<file path="src/rtl/hazard_ctrl.sv">
`default_nettype none
// ============================================================================
// Module      : hazard_ctrl
// Description : Pipeline control for a 5-stage (IF/ID/EX/MEM/WB) CPU with no
//               forwarding network. Tracks the register writes still in
//               flight in EX, MEM and WB. It holds the PC and IF/ID and
//               inserts an ID/EX bubble when the instruction in ID reads a
//               register that is not yet written back. It flushes the
//               wrong-path instruction in IF/ID when EX takes a jump or
//               branch. Three saturating performance counters are included.
// Ports       : clk, reset            - clock, synchronous active-high reset
//               id_rs1_addr/_used     - rs1 field and read-enable of ID instr
//               id_rs2_addr/_used     - rs2 field and read-enable of ID instr
//               id_rd_addr, id_rf_wen - destination and write-enable of ID
//               jump_flag             - ALU taken redirect for the EX instr
//               stall_pc              - hold PC and IF/ID
//               bubble_ex             - load NOP into ID/EX
//               flush_id              - clear IF/ID to NOP
//               jump_taken            - redirect qualified by EX slot valid
//               stall_cnt, flush_cnt, retire_cnt - saturating counters
// Revision    : 1.0 - initial release
// ============================================================================
module hazard_ctrl #(
  parameter int WB_BYPASS = 0,
  parameter int CNT_W     = 32
) (
  input  logic             clk,
  input  logic             reset,
  input  logic [4:0]       id_rs1_addr,
  input  logic [4:0]       id_rs2_addr,
  input  logic             id_rs1_used,
  input  logic             id_rs2_used,
  input  logic [4:0]       id_rd_addr,
  input  logic             id_rf_wen,
  input  logic             jump_flag,
  output logic             stall_pc,
  output logic             bubble_ex,
  output logic             flush_id,
  output logic             jump_taken,
  output logic [CNT_W-1:0] stall_cnt,
  output logic [CNT_W-1:0] flush_cnt,
  output logic [CNT_W-1:0] retire_cnt
);

  // With register-file write-through the WB producer is already visible to
  // ID, so the WB slot only takes part in the hazard check when it is off.
  localparam logic             c_WB_STALL = (WB_BYPASS == 0);
  localparam logic [CNT_W-1:0] c_CNT_MAX  = {CNT_W{1'b1}};

  logic       r_id_v;
  logic       r_v_ex,  r_w_ex;
  logic [4:0] r_rd_ex;
  logic       r_v_mem, r_w_mem;
  logic [4:0] r_rd_mem;
  logic       r_v_wb,  r_w_wb;
  logic [4:0] r_rd_wb;

  logic [CNT_W-1:0] r_stall_cnt;
  logic [CNT_W-1:0] r_flush_cnt;
  logic [CNT_W-1:0] r_retire_cnt;

  logic w_hit_rs1;
  logic w_hit_rs2;
  logic w_hazard;
  logic w_jump;
  logic w_stall;
  logic w_bubble;
  logic w_flush;

  // The w_* slot flags are only ever set for rd != 0, so x0 cannot match.
  assign w_hit_rs1 = (r_w_ex  && (r_rd_ex  == id_rs1_addr)) ||
                     (r_w_mem && (r_rd_mem == id_rs1_addr)) ||
                     (c_WB_STALL && r_w_wb && (r_rd_wb == id_rs1_addr));
  assign w_hit_rs2 = (r_w_ex  && (r_rd_ex  == id_rs2_addr)) ||
                     (r_w_mem && (r_rd_mem == id_rs2_addr)) ||
                     (c_WB_STALL && r_w_wb && (r_rd_wb == id_rs2_addr));

  assign w_hazard = r_id_v &&
                    ((id_rs1_used && (id_rs1_addr != 5'd0) && w_hit_rs1) ||
                     (id_rs2_used && (id_rs2_addr != 5'd0) && w_hit_rs2));

  // A taken redirect squashes the ID instruction, so any hazard it had is moot.
  assign w_jump   = jump_flag && r_v_ex;
  assign w_flush  = w_jump;
  assign w_bubble = w_jump || w_hazard;
  assign w_stall  = !w_jump && w_hazard;

  assign stall_pc   = !reset && w_stall;
  assign bubble_ex  = !reset && w_bubble;
  assign flush_id   = !reset && w_flush;
  assign jump_taken = !reset && w_jump;

  assign stall_cnt  = r_stall_cnt;
  assign flush_cnt  = r_flush_cnt;
  assign retire_cnt = r_retire_cnt;

  always_ff @(posedge clk) begin
    if (reset) begin
      r_id_v       <= 1'b0;
      r_v_ex       <= 1'b0;
      r_w_ex       <= 1'b0;
      r_rd_ex      <= 5'd0;
      r_v_mem      <= 1'b0;
      r_w_mem      <= 1'b0;
      r_rd_mem     <= 5'd0;
      r_v_wb       <= 1'b0;
      r_w_wb       <= 1'b0;
      r_rd_wb      <= 5'd0;
      r_stall_cnt  <= '0;
      r_flush_cnt  <= '0;
      r_retire_cnt <= '0;
    end else begin
      if (w_flush) begin
        r_id_v <= 1'b0;
      end else if (!w_stall) begin
        r_id_v <= 1'b1;
      end

      r_v_wb   <= r_v_mem;
      r_w_wb   <= r_w_mem;
      r_rd_wb  <= r_rd_mem;
      r_v_mem  <= r_v_ex;
      r_w_mem  <= r_w_ex;
      r_rd_mem <= r_rd_ex;

      if (w_bubble || !r_id_v) begin
        r_v_ex  <= 1'b0;
        r_w_ex  <= 1'b0;
        r_rd_ex <= 5'd0;
      end else begin
        r_v_ex  <= 1'b1;
        r_w_ex  <= id_rf_wen && (id_rd_addr != 5'd0);
        r_rd_ex <= id_rd_addr;
      end

      if (w_stall && (r_stall_cnt != c_CNT_MAX)) begin
        r_stall_cnt <= r_stall_cnt + CNT_W'(1);
      end
      if (w_jump && (r_flush_cnt != c_CNT_MAX)) begin
        r_flush_cnt <= r_flush_cnt + CNT_W'(1);
      end
      if (r_v_wb && (r_retire_cnt != c_CNT_MAX)) begin
        r_retire_cnt <= r_retire_cnt + CNT_W'(1);
      end
    end
  end

endmodule
`default_nettype wire

</file>
<file path="config.mk">
export PLATFORM = sky130hd
export DESIGN_NAME = hazard_ctrl
export DESIGN_NICKNAME = d
export VERILOG_FILES = /design/src/rtl/hazard_ctrl.sv
export SDC_FILE = /design/constraint.sdc
export NUM_CORES = 1
export LEC_CHECK = 0
export CORE_ASPECT_RATIO = 1.2
export CORE_MARGIN = 3
export CORE_UTILIZATION = 40
export DETAILED_ROUTE_END_ITERATION = 8
export GPL_ROUTABILITY_DRIVEN = 0
export GPL_TIMING_DRIVEN = 0
export PLACE_DENSITY_LB_ADDON = 0.12
export SYNTH_ARGS = -nofsm -noshare
export SYNTH_HDL_FRONTEND = slang
export SYNTH_SLANG_ARGS = --single-unit
</file>
<file path="constraint.sdc">
create_clock -name clk -period 2.6 [get_ports clk]
set_input_delay 0.52 -clock clk [delete_from_list [all_inputs] [get_ports clk]]
set_output_delay 0.52 -clock clk [all_outputs]
set_load 0.05 [all_outputs]
</file>
======== Word level (Yosys, flattened, before mapping) ========
Index checks and enable logic that the tools add are counted.
storage, ports and cells
  word-level logic and storage cells ...... 61
  register bits after elaboration ......... 118
  output and inout port bits .............. 100
  input port bits ......................... 21
operators by class
  mux-type cells .......................... 1
  equal/unequal tests ..................... 9
  reduce and logical (&&, ||, !) cells .... 35
  add/sub/neg operators ................... 3
operators with widths
  kind                                                             number
  32-bit by 1-bit adder with 32-bit output, second input constant  3
  32-bit != test, second input constant                            3
  5-bit equality test                                              6
  1-bit logical AND                                                20
  5-bit nonzero test                                               3
  1-bit logical OR                                                 7
  2-bit OR reduction                                               2
  1-bit zero test                                                  3
  1-bit two-way mux                                                1

======== Depth between registers and ports, before layout ========
Gate-level depths: netlist (run 1).
  depth after elaboration ................. 10
  gate-level depth with buffers ........... 10
  depth with buffers taken out ............ 8

======== Least setup slack after synthesis (run 1) ========
No wires, ideal clock.
  path kind ............................... input port to output port
  start ................................... input id_rs1_addr[2]
  end ..................................... output stall_pc
  slack ................................... -686 ps
  data arrival time ....................... 2,766 ps
  cell stages on the path ................. 8
  buffers on the path ..................... 2
  data required time ...................... 2,080 ps
  cells stage by stage .................... xor2_1 -> nor4_1 -> nand3_1 -> a31oi_1 -> o21ai_1 -> buf_2 -> buf_2 -> nor3_1
on the way
  word-level cells in the longest chain between the ends .. 9
  elaborated cells on any way between the ends .. 15
  classes of those cells .................. eq/ne (3); reduce/logical (12)
ends and longest elaborated chain
  element                                        line    RTL
  start, declared                                29      input logic [4:0] id_rs1_addr,
  5-bit equality test, on equally long branches  71, 72
  1-bit logical AND, on equally long branches    71, 72
  1-bit logical OR                               71      assign w_hit_rs1 = (r_w_ex && (r_rd_ex == id_rs1_addr)) ||
  1-bit logical OR                               72      (r_w_mem && (r_rd_mem == id_rs1_addr)) ||
  1-bit logical AND (*)                          79      ((id_rs1_used && (id_rs1_addr != 5'd0) && w_hit_rs1) ||
  1-bit logical OR (*)                           79
  1-bit logical AND (*)                          78      assign w_hazard = r_id_v &&
  1-bit logical AND (*)                          86      assign w_stall = !w_jump && w_hazard;
  1-bit logical AND (*)                          88      assign stall_pc = !reset && w_stall;
  end, declared                                  36      output logic stall_pc,
Mark *: on every way between the ends. The rest lies on a longest branch, timed or not.

======== Worst setup path after layout (run 1) ========
  start ................................... input id_rs2_addr[4]
  end ..................................... output stall_pc
on the way
  word-level cells in the longest chain between the ends .. 9
  elaborated cells on any way between the ends .. 15
  classes of those cells .................. eq/ne (3); reduce/logical (12)
ends and longest elaborated chain
  element                                        line    RTL
  start, declared                                30      input logic [4:0] id_rs2_addr,
  5-bit equality test, on equally long branches  74, 75
  1-bit logical AND, on equally long branches    74, 75
  1-bit logical OR                               74      assign w_hit_rs2 = (r_w_ex && (r_rd_ex == id_rs2_addr)) ||
  1-bit logical OR                               75      (r_w_mem && (r_rd_mem == id_rs2_addr)) ||
  1-bit logical AND (*)                          80      (id_rs2_used && (id_rs2_addr != 5'd0) && w_hit_rs2));
  1-bit logical OR (*)                           79
  1-bit logical AND (*)                          78
  1-bit logical AND (*)                          86
  1-bit logical AND (*)                          88
Marks and branches as above.

==> flow_metrics.py, run 1 <==
metrics = {
    "timing": {
        "worstMarginPinSlew_ns": 0.747,
        "worst_slack_ns": -0.184,
        "finalSetupViolations": 2,
        "hold-worst-slack_ns": 0.453,
        "fmax_mhz": 359,
        "min_period_ns": 2.78,
        "finalHoldViolCount": 0,
        "clock_skew_ns": 0.00521,
        "relSlewSlack": 0.497,
        "slew_violations": 0,
        "rsz0062_at_grt": "true",
        "fin_crit_sh": 1.07,
    },
    "layout": {
        "area_delta_synth_final_pct": 40.3,
        "final_layout_size_suffix_gt1_frac": 0.154,
        "nNetsFinal": 841,
        "fillers": 1276,
        "utilization": 0.576,
        "antenna_cells": 0,
    },
    "setup_path": {
        "rr_startpoint": "r_rd_mem[2]$_SDFF_PP0_",
        "cp_max_fo": 4,
        "critPathKind": "input port to output pin",
        "r2r_slack_ns": 0.03,
        "end_kind": "output pin",
        "r2r_cells": 9,
        "start_kind": "input port",
        "r2r_end": "stall_cnt[27]$_SDFFE_PP0P_",
        "worst_ep_required_time_ns": 2.08,
        "worst_ep_arrival_time_ns": 2.26,
    },
    "global_routing": {
        "antenna_found_initial": 0,
        "grt_overflow": 0,
        "grtUsageTotal": 0.198,
        "grt_max_degree": 18,
        "grt_pass1_wl_um": 25100,
        "grt_pass1_vias": 5086,
    },
    "synthesis": {
        "ys_ff_latch": 118,
        "synthArstFlopShare": 0,
        "syn_area_sq_um": 5700,
        "avgSynthCellArea_sq_um": 8.51,
        "ys.warnings.count": 0,
        "syn_nets": 693,
        "synth_edf_count": 0,
        "netlist_instances": 669,
        "synth_top_flop_cell": "dfxtp_1",
        "yosysSeqAreaShare": 0.415,
        "yosysUniqueCellTypes": 47,
    },
    "clock_network": {
        "cts_hold_buf": 0,
        "cts_buffers": 17,
        "clock_path_buffers": 2,
        "cts_root_buffer": "clkbuf_16",
        "cts_tree": "built",
        "path_clk_slew_ns": 0.05,
        "h-tree-depth": 4,
        "clock_sinks": 118,
        "clk_latency_ns": 0.41,
    },
    "route": {
        "wl_per_cell_um": 15.7,
        "detail_route.iter0.violations": 302,
        "vias": 5402,
        "viasPerCell": 5.40,
        "ant_nets": 0,
        "drc": 0,
        "wl_um": 15700,
        "dr.pass1.iters": 4,
    },
    "floorplan": {
        "die-area_sq_um": 15700,
        "core_area_sq_um": 13900,
        "initial_core_util": 0.410,
        "die_w_um": 115,
        "die_h_um": 137,
        "pin_count": 121,
        "rows": 47,
    },
    "min_path": {
        "hold_path.class": "register to register",
        "min_from": "r_v_mem$_SDFF_PP0_",
        "min_path_cells": 1,
        "min_to": "r_v_wb$_SDFF_PP0_",
    },
    "pwr": {
        "p_int_w": 0.00332,
        "switching_share": 0.218,
        "combPwrFrac": 0.045,
        "pwr-share-clk": 0.523,
        "p_switching_w": 0.000926,
        "seqPwrFrac": 0.433,
        "ir_worst_vdd_mv": 0.329,
        "p_leak_nw": 2.79,
        "p_per_area_nw_per_um2": 531,
    },
    "placement": {
        "dp_hpwl_um": 11200,
        "port_buffers": 119,
    },
    "run_status": {
        "violations": "negative setup slack",
        "status": "finished, violations left",
    },
    "job": {
        "cap_violations": 0,
    },
}
==> cell families (layout without fill, tap and decap cells) <==
| family | Yosys count | in the layout | share of synthesized area |
|---|---|---|---|
| adders and majority gates | 3 | 3 | 0.00659 |
| buffers and inverters | 37 | 197 | 0.0310 |
| and+or+nand+nor | 354 | 354 | 0.326 |
| xor gates and xnor gates | 76 | 76 | 0.117 |
| DFF | 118 | 118 | 0.415 |
| AOI/OAI and AO/OA | 58 | 58 | 0.0602 |
| muxes | 23 | 23 | 0.0450 |
==> per-layer routing <==
| metal | routed length (um) | vias to the layer above | track usage |
|---|---|---|---|
| met5 | 0 | - | 0 |
| met4 | 225 | 0 | 0.0763 |
| met3 | 806 | 19 | 0.0509 |
| met2 | 7940 | 154 | 0.330 |
| met1 | 6740 | 2578 | 0.245 |
| li1 | - | 2651 | - |
==> cells in the mapped netlist, types with 2 or more instances <==
cell	instances	area, sq um
mux2i_1	2	20.0
or4_1	8	60.1
or3_1	18	113
o21bai_1	3	22.5
nor4_1	22	138
nand3_1	43	215
and2_1	7	43.8
clkbuf_1	16	60.1
o31ai_1	4	30.0
nand2b_1	5	31.3
buf_2	7	35.0
xor2_1	53	464
nor2_1	92	345
nor2b_1	35	219
xnor2_1	23	201
nand2_1	45	169
nand4_1	25	156
dfxtp_1	118	2360
o21ai_0	18	90.1
nor3_1	23	115
ha_1	3	37.5
and4_1	9	78.8
and3_1	12	75.1
buf_6	2	22.5
mux2_2	21	236
a21oi_1	22	110
a31oi_1	4	25.0
inv_1	10	37.5
==> layout by cell type, fill, tap and decap left out, types with 7 or more instances in the layout <==
cell type        count
a21oi_1             21
and2_1               7
and3_1              12
and4_1               9
buf_4               13
clkbuf_1            15
clkbuf_16           17
clkdlybuf4s50_1    106
dfxtp_1            106
dfxtp_2             12
inv_1               10
mux2_2              21
nand2_1             44
nand3_1             43
nand4_1             25
nor2_1              91
nor2b_1             35
nor3_1              15
nor4_1              12
nor4_2               8
o21ai_0             16
or3_1               18
or4_1                8
xnor2_1             23
xor2_1              53
==> registers in the layout (all words and copies together), names as in the netlist <==
| name | count |
|---|---|
| r_rd_ex | 5 |
| r_rd_wb | 5 |
| r_v_mem | 1 |
| r_rd_mem | 5 |
| retire_cnt | 32 |
| r_id_v | 1 |
| r_v_ex | 1 |
| r_w_mem | 1 |
| flush_cnt | 32 |
| r_w_ex | 1 |
| stall_cnt | 32 |
| r_w_wb | 1 |
| r_v_wb | 1 |
==> power groups by stage <==
stage	sequential (W)	clock, W	combinational, W
4_1_cts	0.00184	0.00227	0.000185
3_5_place_dp	0.00187	0	0.000180
2_1_floorplan	0.00188	0	0.0000977
6_report	0.00184	0.00222	0.000189
5_1_grt	0.00184	0.00234	0.000207
3_3_place_gp	0.00187	0	0.000178
==> critical path, cell delays in order <==
cell and delay (ns):
clkdlybuf4s15_1 0.26, xor2_1 0.20, nor4_2 0.30, nand3_1 0.19
a31oi_4 0.24, o21ai_4 0.09, buf_8 0.14, nor3_4 0.14
buf_6 0.19
==> how the worst max path moves through the flow <==
stage | from | end | cells after the start
2_1_floorplan | id_rs1_addr[0] | stall_pc | 8
3_3_place_gp | id_rs2_addr[3] | stall_pc | 10
3_5_place_dp | id_rs2_addr[3] | stall_pc | 10
4_1_cts | r_rd_ex[3]$_SDFF_PP0_ | stall_pc | 8
5_1_grt | id_rs2_addr[1] | stall_pc | 9
6_report | id_rs2_addr[4] | stall_pc | 9
==> cell type report <==
type / instances / area (sq um) / area share
well taps: 171 / 214 / 0.0268
multi-input cells: 514 / 3390 / 0.424
clock inverters: 9 / 75.1 / 0.00939
plain buffers: 26 / 150 / 0.0188
clock buffers: 22 / 494 / 0.0618
repair buffers: 130 / 1260 / 0.157
inverters: 10 / 37.5 / 0.00470
flip-flops and latches: 118 / 2380 / 0.297
==> stage by stage <==
step	TNS (ns)	instance area (sq um)	setup slack, ns	instances	power [W]
detailed placement	-21.90	7160	-1.50	959	0.00205
finish	-0.331	7990	-0.184	1000	0.00425
global placement	-19.91	7160	-1.45	959	0.00205
floorplan	0	5760	0.00130	669	0.00197
CTS	-0.394	7830	-0.223	991	0.00429
global route	-0.481	7990	-0.257	1000	0.00439
==> what timing repair did <==
action | 4_1_cts | 5_1_grt
setup endpoints to repair | 39 | 57
resized for setup | 53 | 34
pin swaps | 14 | 12
setup buffers | 3 | 9
hold endpoints to repair | 0 | 0
Power figures use the tool's default switching activity.
==> run 2: changes to the inputs <==
--- a/config.mk
+++ b/config.mk
@@ -7,7 +7,7 @@
 export LEC_CHECK = 0
 export CORE_ASPECT_RATIO = 1.2
 export CORE_MARGIN = 3
-export CORE_UTILIZATION = 40
+export CORE_UTILIZATION = 30
 export DETAILED_ROUTE_END_ITERATION = 8
 export GPL_ROUTABILITY_DRIVEN = 0
 export GPL_TIMING_DRIVEN = 0
==> run 2 against run 1 <==
  * The flow still finishes with violations (negative setup slack)
  * Flip-flop and latch count did not move
  * Cell area up 2.4%
  * Critical path depth did not move
  * Clock skew up 0.0045 ns
  * Via count fell by 2.1%
  * Register-to-register slack gained 0.02 ns
  * Clock power rose by 14%
  * Sequential power barely moved
  * Critical endpoint unchanged
==> flow_metrics.py, run 2 (synthesis results as in run 1) <==
metrics = {
    "timing": {
        "worstMarginPinSlew_ns": 0.729,
        "relSlewSlack": 0.510,
        "hold-worst-slack_ns": 0.459,
        "finalHoldViolCount": 0,
        "fin_crit_sh": 1.06,
        "fmax_mhz": 362,
        "rsz0062_at_grt": "true",
        "worst_slack_ns": -0.162,
        "min_period_ns": 2.76,
        "clock_skew_ns": 0.00972,
        "slew_violations": 0,
        "finalSetupViolations": 2,
    },
    "pwr": {
        "p_per_area_nw_per_um2": 557,
        "ir_worst_vdd_mv": 0.375,
        "p_switching_w": 0.000956,
        "p_leak_nw": 2.83,
        "p_int_w": 0.00360,
        "combPwrFrac": 0.042,
        "switching_share": 0.210,
        "pwr-share-clk": 0.556,
        "finalPower_w": 0.00456,
        "seqPwrFrac": 0.402,
    },
    "global_routing": {
        "grt_overflow": 0,
        "grt_pass1_wl_um": 27300,
        "use_met1": 0.198,
        "grt.met3_usage": 0.0454,
        "grt_max_degree": 17,
        "gr-usage-met2": 0.275,
        "grt_pass1_vias": 5422,
        "grt-busiest-layer": "met2",
        "antenna_found_initial": 0,
        "grtUsageTotal": 0.162,
    },
    "route": {
        "detail_route.iter0.violations": 239,
        "drc": 0,
        "wl_um": 16400,
        "ant_nets": 0,
        "wl_per_cell_um": 15.2,
        "vias": 5289,
        "dr.pass1.iters": 4,
        "viasPerCell": 4.90,
    },
    "floorplan": {
        "rows": 54,
        "die_h_um": 157,
        "die-area_sq_um": 20700,
        "die_w_um": 132,
        "pin_count": 121,
        "core_area_sq_um": 18400,
        "initial_core_util": 0.310,
    },
    "setup_path": {
        "start_kind": "input port",
        "critPathKind": "input port to output pin",
        "cp_max_fo": 4,
        "worst_ep_arrival_time_ns": 2.24,
        "worst_ep_required_time_ns": 2.08,
        "end_kind": "output pin",
        "r2r_cells": 10,
    },
    "clock_network": {
        "cts_hold_buf": 0,
        "clk_latency_ns": 0.41,
        "cts_root_buffer": "clkbuf_16",
        "cts_buffers": 17,
        "path_clk_slew_ns": 0.05,
        "h-tree-depth": 4,
        "clock_sinks": 118,
        "clock_path_buffers": 2,
        "cts_tree": "built",
    },
    "layout": {
        "nNetsFinal": 839,
        "utilization": 0.445,
        "final_cell_mix": "107 x dfxtp_1, 106 x clkdlybuf4s50_1, 90 x nor2_1, 53 x xor2_1, 44 x nand2_1",
        "fillers": 1841,
        "fin_cells": 1079,
        "antenna_cells": 0,
        "layout_commonest_cell": "dfxtp_1",
        "area_delta_synth_final_pct": 43.7,
        "final_layout_size_suffix_gt1_frac": 0.151,
    },
    "min_path": {
        "min_path_cells": 1,
        "hold_path.class": "register to register",
    },
    "placement": {
        "port_buffers": 119,
        "pre_cts_ws_ns": -1.50,
        "placedCellCount": 1040,
        "dp_hpwl_um": 11800,
    },
    "job": {
        "cap_violations": 0,
    },
    "run_status": {
        "violations": "negative setup slack",
        "status": "finished, violations left",
    },
}
## run 2: changes by cell type in the layout (fill, tap and decap cells not counted), moves of 2 or more
| cell | delta |
|---|---|
| nor3_4 | +6 |
| nor4_1 | +6 |
| clkinv_2 | -5 |
| nor4_2 | -5 |
| buf_4 | -4 |
| nor3_1 | -4 |
| buf_6 | +3 |
| clkbuf_8 | +3 |
| bufinv_16 | +2 |
| clkbuf_1 | -2 |
| clkbuf_2 | -2 |
| clkdlybuf4s15_2 | +2 |
| dfxtp_2 | -2 |
| nor3_2 | -2 |
## run 2: timing repair
item / 4_1_cts / 5_1_grt
setup buffers: 3 / 6
gates resized for setup: 62 / 33
pin swaps: 11 / 7
endpoints found under the setup margin: 37 / 45
## run 2: worst paths after layout
path                                from                         end  slack (ns)
setup / recovery          id_rs2_addr[0]                    stall_pc       -0.16
setup reg to reg  r_rd_mem[3]$_SDFF_PP0_  stall_cnt[18]$_SDFFE_PP0P_        0.05
hold reg to reg       r_v_mem$_SDFF_PP0_           r_v_wb$_SDFF_PP0_        0.46
hold / removal        r_v_mem$_SDFF_PP0_           r_v_wb$_SDFF_PP0_        0.46
## run 2: cell type report
type / count / area, sq um / share of cell area
buffer: 26 / 163 / 0.0199
clock buffer: 25 / 536 / 0.0654
tap: 252 / 315 / 0.0385
timing repair buffer: 128 / 1250 / 0.153
clock inverter: 6 / 111 / 0.0136
multi-input combinational: 514 / 3390 / 0.414
sequential: 118 / 2380 / 0.291
inverter: 10 / 37.5 / 0.00459
## run 2: critical path, stage by stage
cell,delay (ns)
clkdlybuf4s15_2,0.24
xor2_1,0.17
nor4_2,0.33
nand3_1,0.18
a31oi_4,0.24
o21ai_4,0.09
buf_6,0.14
nor3_4,0.13
buf_6,0.18
## run 2: stage by stage
step,setup TNS (ns),area (sq um)
4_1_cts,-0.362,8010
6_report,-0.311,8180
3_3_place_gp,-21.53,7260
3_5_place_dp,-23.42,7260
2_1_floorplan,0,5760
5_1_grt,-0.604,8180
## run 2: power groups by stage
| stage | combinational, W | sequential, W | clock, W |
|---|---|---|---|
| after CTS | 0.000188 | 0.00184 | 0.00259 |
| after global routing | 0.000210 | 0.00184 | 0.00266 |
| after floorplan | 0.0000977 | 0.00188 | 0 |
| after detailed placement | 0.000186 | 0.00187 | 0 |
| after global placement | 0.000183 | 0.00187 | 0 |
| final | 0.000191 | 0.00183 | 0.00254 |
## run 2: layer usage
layer  share of wire  vias to the layer above
li1                -                     2641
met1            0.45                     2508
met2            0.49                      121
met3           0.045                       19
met4           0.016                        0
met5               0                        -
==> run 3: changes to the inputs <==
--- a/config.mk
+++ b/config.mk
@@ -7,11 +7,11 @@
 export LEC_CHECK = 0
 export CORE_ASPECT_RATIO = 1.2
 export CORE_MARGIN = 3
-export CORE_UTILIZATION = 30
+export CORE_UTILIZATION = 46
 export DETAILED_ROUTE_END_ITERATION = 8
 export GPL_ROUTABILITY_DRIVEN = 0
 export GPL_TIMING_DRIVEN = 0
-export PLACE_DENSITY_LB_ADDON = 0.12
+export PLACE_DENSITY = 0.76
 export SYNTH_ARGS = -nofsm -noshare
 export SYNTH_HDL_FRONTEND = slang
 export SYNTH_SLANG_ARGS = --single-unit
==> run 3 against run 2 <==
  * Die area fell by 33%
  * Cell area shrank 1.6%
  * Flip-flop and latch count did not move
  * Power down 1.8%
  * Routed wire length shrank 4.0%
  * Largest cell class unchanged
  * Critical path depth stayed put
  * Combinational power fell by 3%
  * Sequential power is essentially flat
  * The flow still finishes with violations (negative setup slack)
  * Critical endpoint unchanged
  * Maximum frequency increased by 1.4%
==> flow_metrics.py, run 3 (synthesis results as in run 1) <==
metrics = {
    "clock_network": {
        "path_clk_slew_ns": 0.05,
        "cts_buffers": 17,
        "h-tree-depth": 4,
        "cts_tree": "built",
        "clock_path_buffers": 2,
        "cts_root_buffer": "clkbuf_16",
        "clock_sinks": 118,
        "clk_latency_ns": 0.41,
    },
    "placement": {
        "placedCellCount": 945,
        "port_buffers": 119,
        "dp_hpwl_um": 11100,
    },
    "timing": {
        "min_period_ns": 2.72,
        "fmax_mhz": 367,
        "setup_tns_ns": -0.244,
        "finalHoldViolCount": 0,
        "worstMarginPinSlew_ns": 0.738,
        "relSlewSlack": 0.504,
        "slew_violations": 0,
        "rsz0062_at_grt": "true",
        "hold-worst-slack_ns": 0.450,
        "finalSetupViolations": 2,
        "fin_crit_sh": 1.05,
        "worst_slack_ns": -0.123,
        "clock_skew_ns": 0.0122,
    },
    "route": {
        "dr.pass1.iters": 7,
        "viasPerCell": 5.58,
        "wl_per_cell_um": 16.0,
        "ant_nets": 0,
        "vias": 5484,
        "wl_um": 15700,
        "drc": 0,
        "detail_route.iter0.violations": 248,
    },
    "setup_path": {
        "max_stage_delay_ns": 0.29,
        "end_kind": "output pin",
        "cp_slowest_cell": "nor4_1",
        "path_delay_family": "simple AND/OR/NAND/NOR gates",
        "worst_ep_required_time_ns": 2.08,
        "start_kind": "input port",
        "cp_max_fo": 4,
        "crit_chain": "clkdlybuf4s15_2 > xor2_1 > nor4_1 > nand3_1 > a31oi_4 > o21ai_4 > buf_12 > nor3_4 > buf_6",
        "critPathKind": "input port to output pin",
        "crit_buf_inv": 3,
        "worst_ep_arrival_time_ns": 2.20,
    },
    "layout": {
        "antenna_cells": 0,
        "multiInputGateArea_sq_um": 3400,
        "nNetsFinal": 837,
        "fin_cells": 983,
        "regArea_sq_um": 2380,
        "final_layout_size_suffix_gt1_frac": 0.156,
        "final_cell_mix": "106 x dfxtp_1, 106 x clkdlybuf4s50_1, 91 x nor2_1, 53 x xor2_1, 44 x nand2_1",
        "area_delta_synth_final_pct": 41.4,
        "fillers": 937,
    },
    "global_routing": {
        "grt_pass1_wl_um": 25800,
        "grt_max_degree": 18,
        "antenna_found_initial": 0,
        "grt_pass1_vias": 5364,
        "grtUsageTotal": 0.230,
        "grt_overflow": 0,
    },
    "floorplan": {
        "die-area_sq_um": 13800,
        "pin_count": 121,
        "die_h_um": 128,
        "initial_core_util": 0.481,
        "rows": 43,
        "die_w_um": 108,
        "core_area_sq_um": 11800,
    },
    "run_status": {
        "violations": "negative setup slack",
        "status": "finished, violations left",
    },
    "job": {
        "cap_violations": 0,
    },
    "pwr": {
        "seqPwrFrac": 0.410,
        "p_int_w": 0.00352,
        "combPwrFrac": 0.041,
        "p_per_area_nw_per_um2": 556,
        "ir_worst_vdd_mv": 0.379,
        "p_switching_w": 0.000961,
        "p_leak_nw": 2.78,
        "pwr-share-clk": 0.549,
        "switching_share": 0.214,
    },
    "min_path": {
        "hold_path.class": "register to register",
    },
}
[run 3: changes by cell type in the layout (fill, tap and decap cells not counted), moves of 3 or more]
cell / delta
clkinv_2: +3
nor3_4: -6
nor4_2: +8
nor4_1: -7
nor3_2: +6
clkbuf_8: -7
[run 3: through the flow]
stage	area (sq um)	util	power, W	setup slack (ns)
finish	8050	0.680	0.00448	-0.123
CTS	7820	0.661	0.00449	-0.126
global route	8050	0.680	0.00460	-0.244
floorplan	5760	-	0.00197	0.00130
detailed placement	7140	0.603	0.00205	-1.43
global placement	7140	0.603	0.00205	-1.34
[run 3: path summary, 6_finish.rpt]
check                   startpoint                    endpoint  slack, ns  cells after the start
max                 id_rs2_addr[3]                    stall_pc      -0.12                      9
min             r_v_mem$_SDFF_PP0_           r_v_wb$_SDFF_PP0_       0.45                      1
max reg2reg  r_rd_ex[3]$_SDFF_PP0_  stall_cnt[28]$_SDFFE_PP0P_       0.11                      9
min reg2reg     r_v_mem$_SDFF_PP0_           r_v_wb$_SDFF_PP0_       0.45                      1
[run 3: per-layer routing]
layer | wire [um] | global-route usage | part of all wire | vias to the layer above
met5 | 0 | 0 | 0 | -
li1 | - | - | - | 2646
met4 | 270 | 0.0854 | 0.017 | 0
met1 | 6670 | 0.283 | 0.42 | 2640
met2 | 7910 | 0.394 | 0.50 | 174
met3 | 881 | 0.0489 | 0.056 | 24
[run 3: what timing repair did]
action / CTS / global route
setup endpoints to repair: 39 / 52
setup buffers: 2 / 5
hold buffers: 0 / 0
pin swaps: 14 / 8
gates resized for setup: 53 / 41
[run 3: final cells by class]
class,count,share of cell area
multi-input combinational,514,0.423
sequential,118,0.296
inverter,10,0.00466
clock inverter,13,0.0224
clock buffer,19,0.0550
timing repair buffer,126,0.155
tap,157,0.0244
buffer,26,0.0202
[run 3: power by group through the flow]
stage	registers (W)	logic, W	clock network, W
finish	0.00184	0.000185	0.00246
global route	0.00184	0.000202	0.00256
detailed placement	0.00187	0.000178	0
CTS	0.00184	0.000178	0.00248
global placement	0.00187	0.000173	0
floorplan	0.00188	0.0000977	0
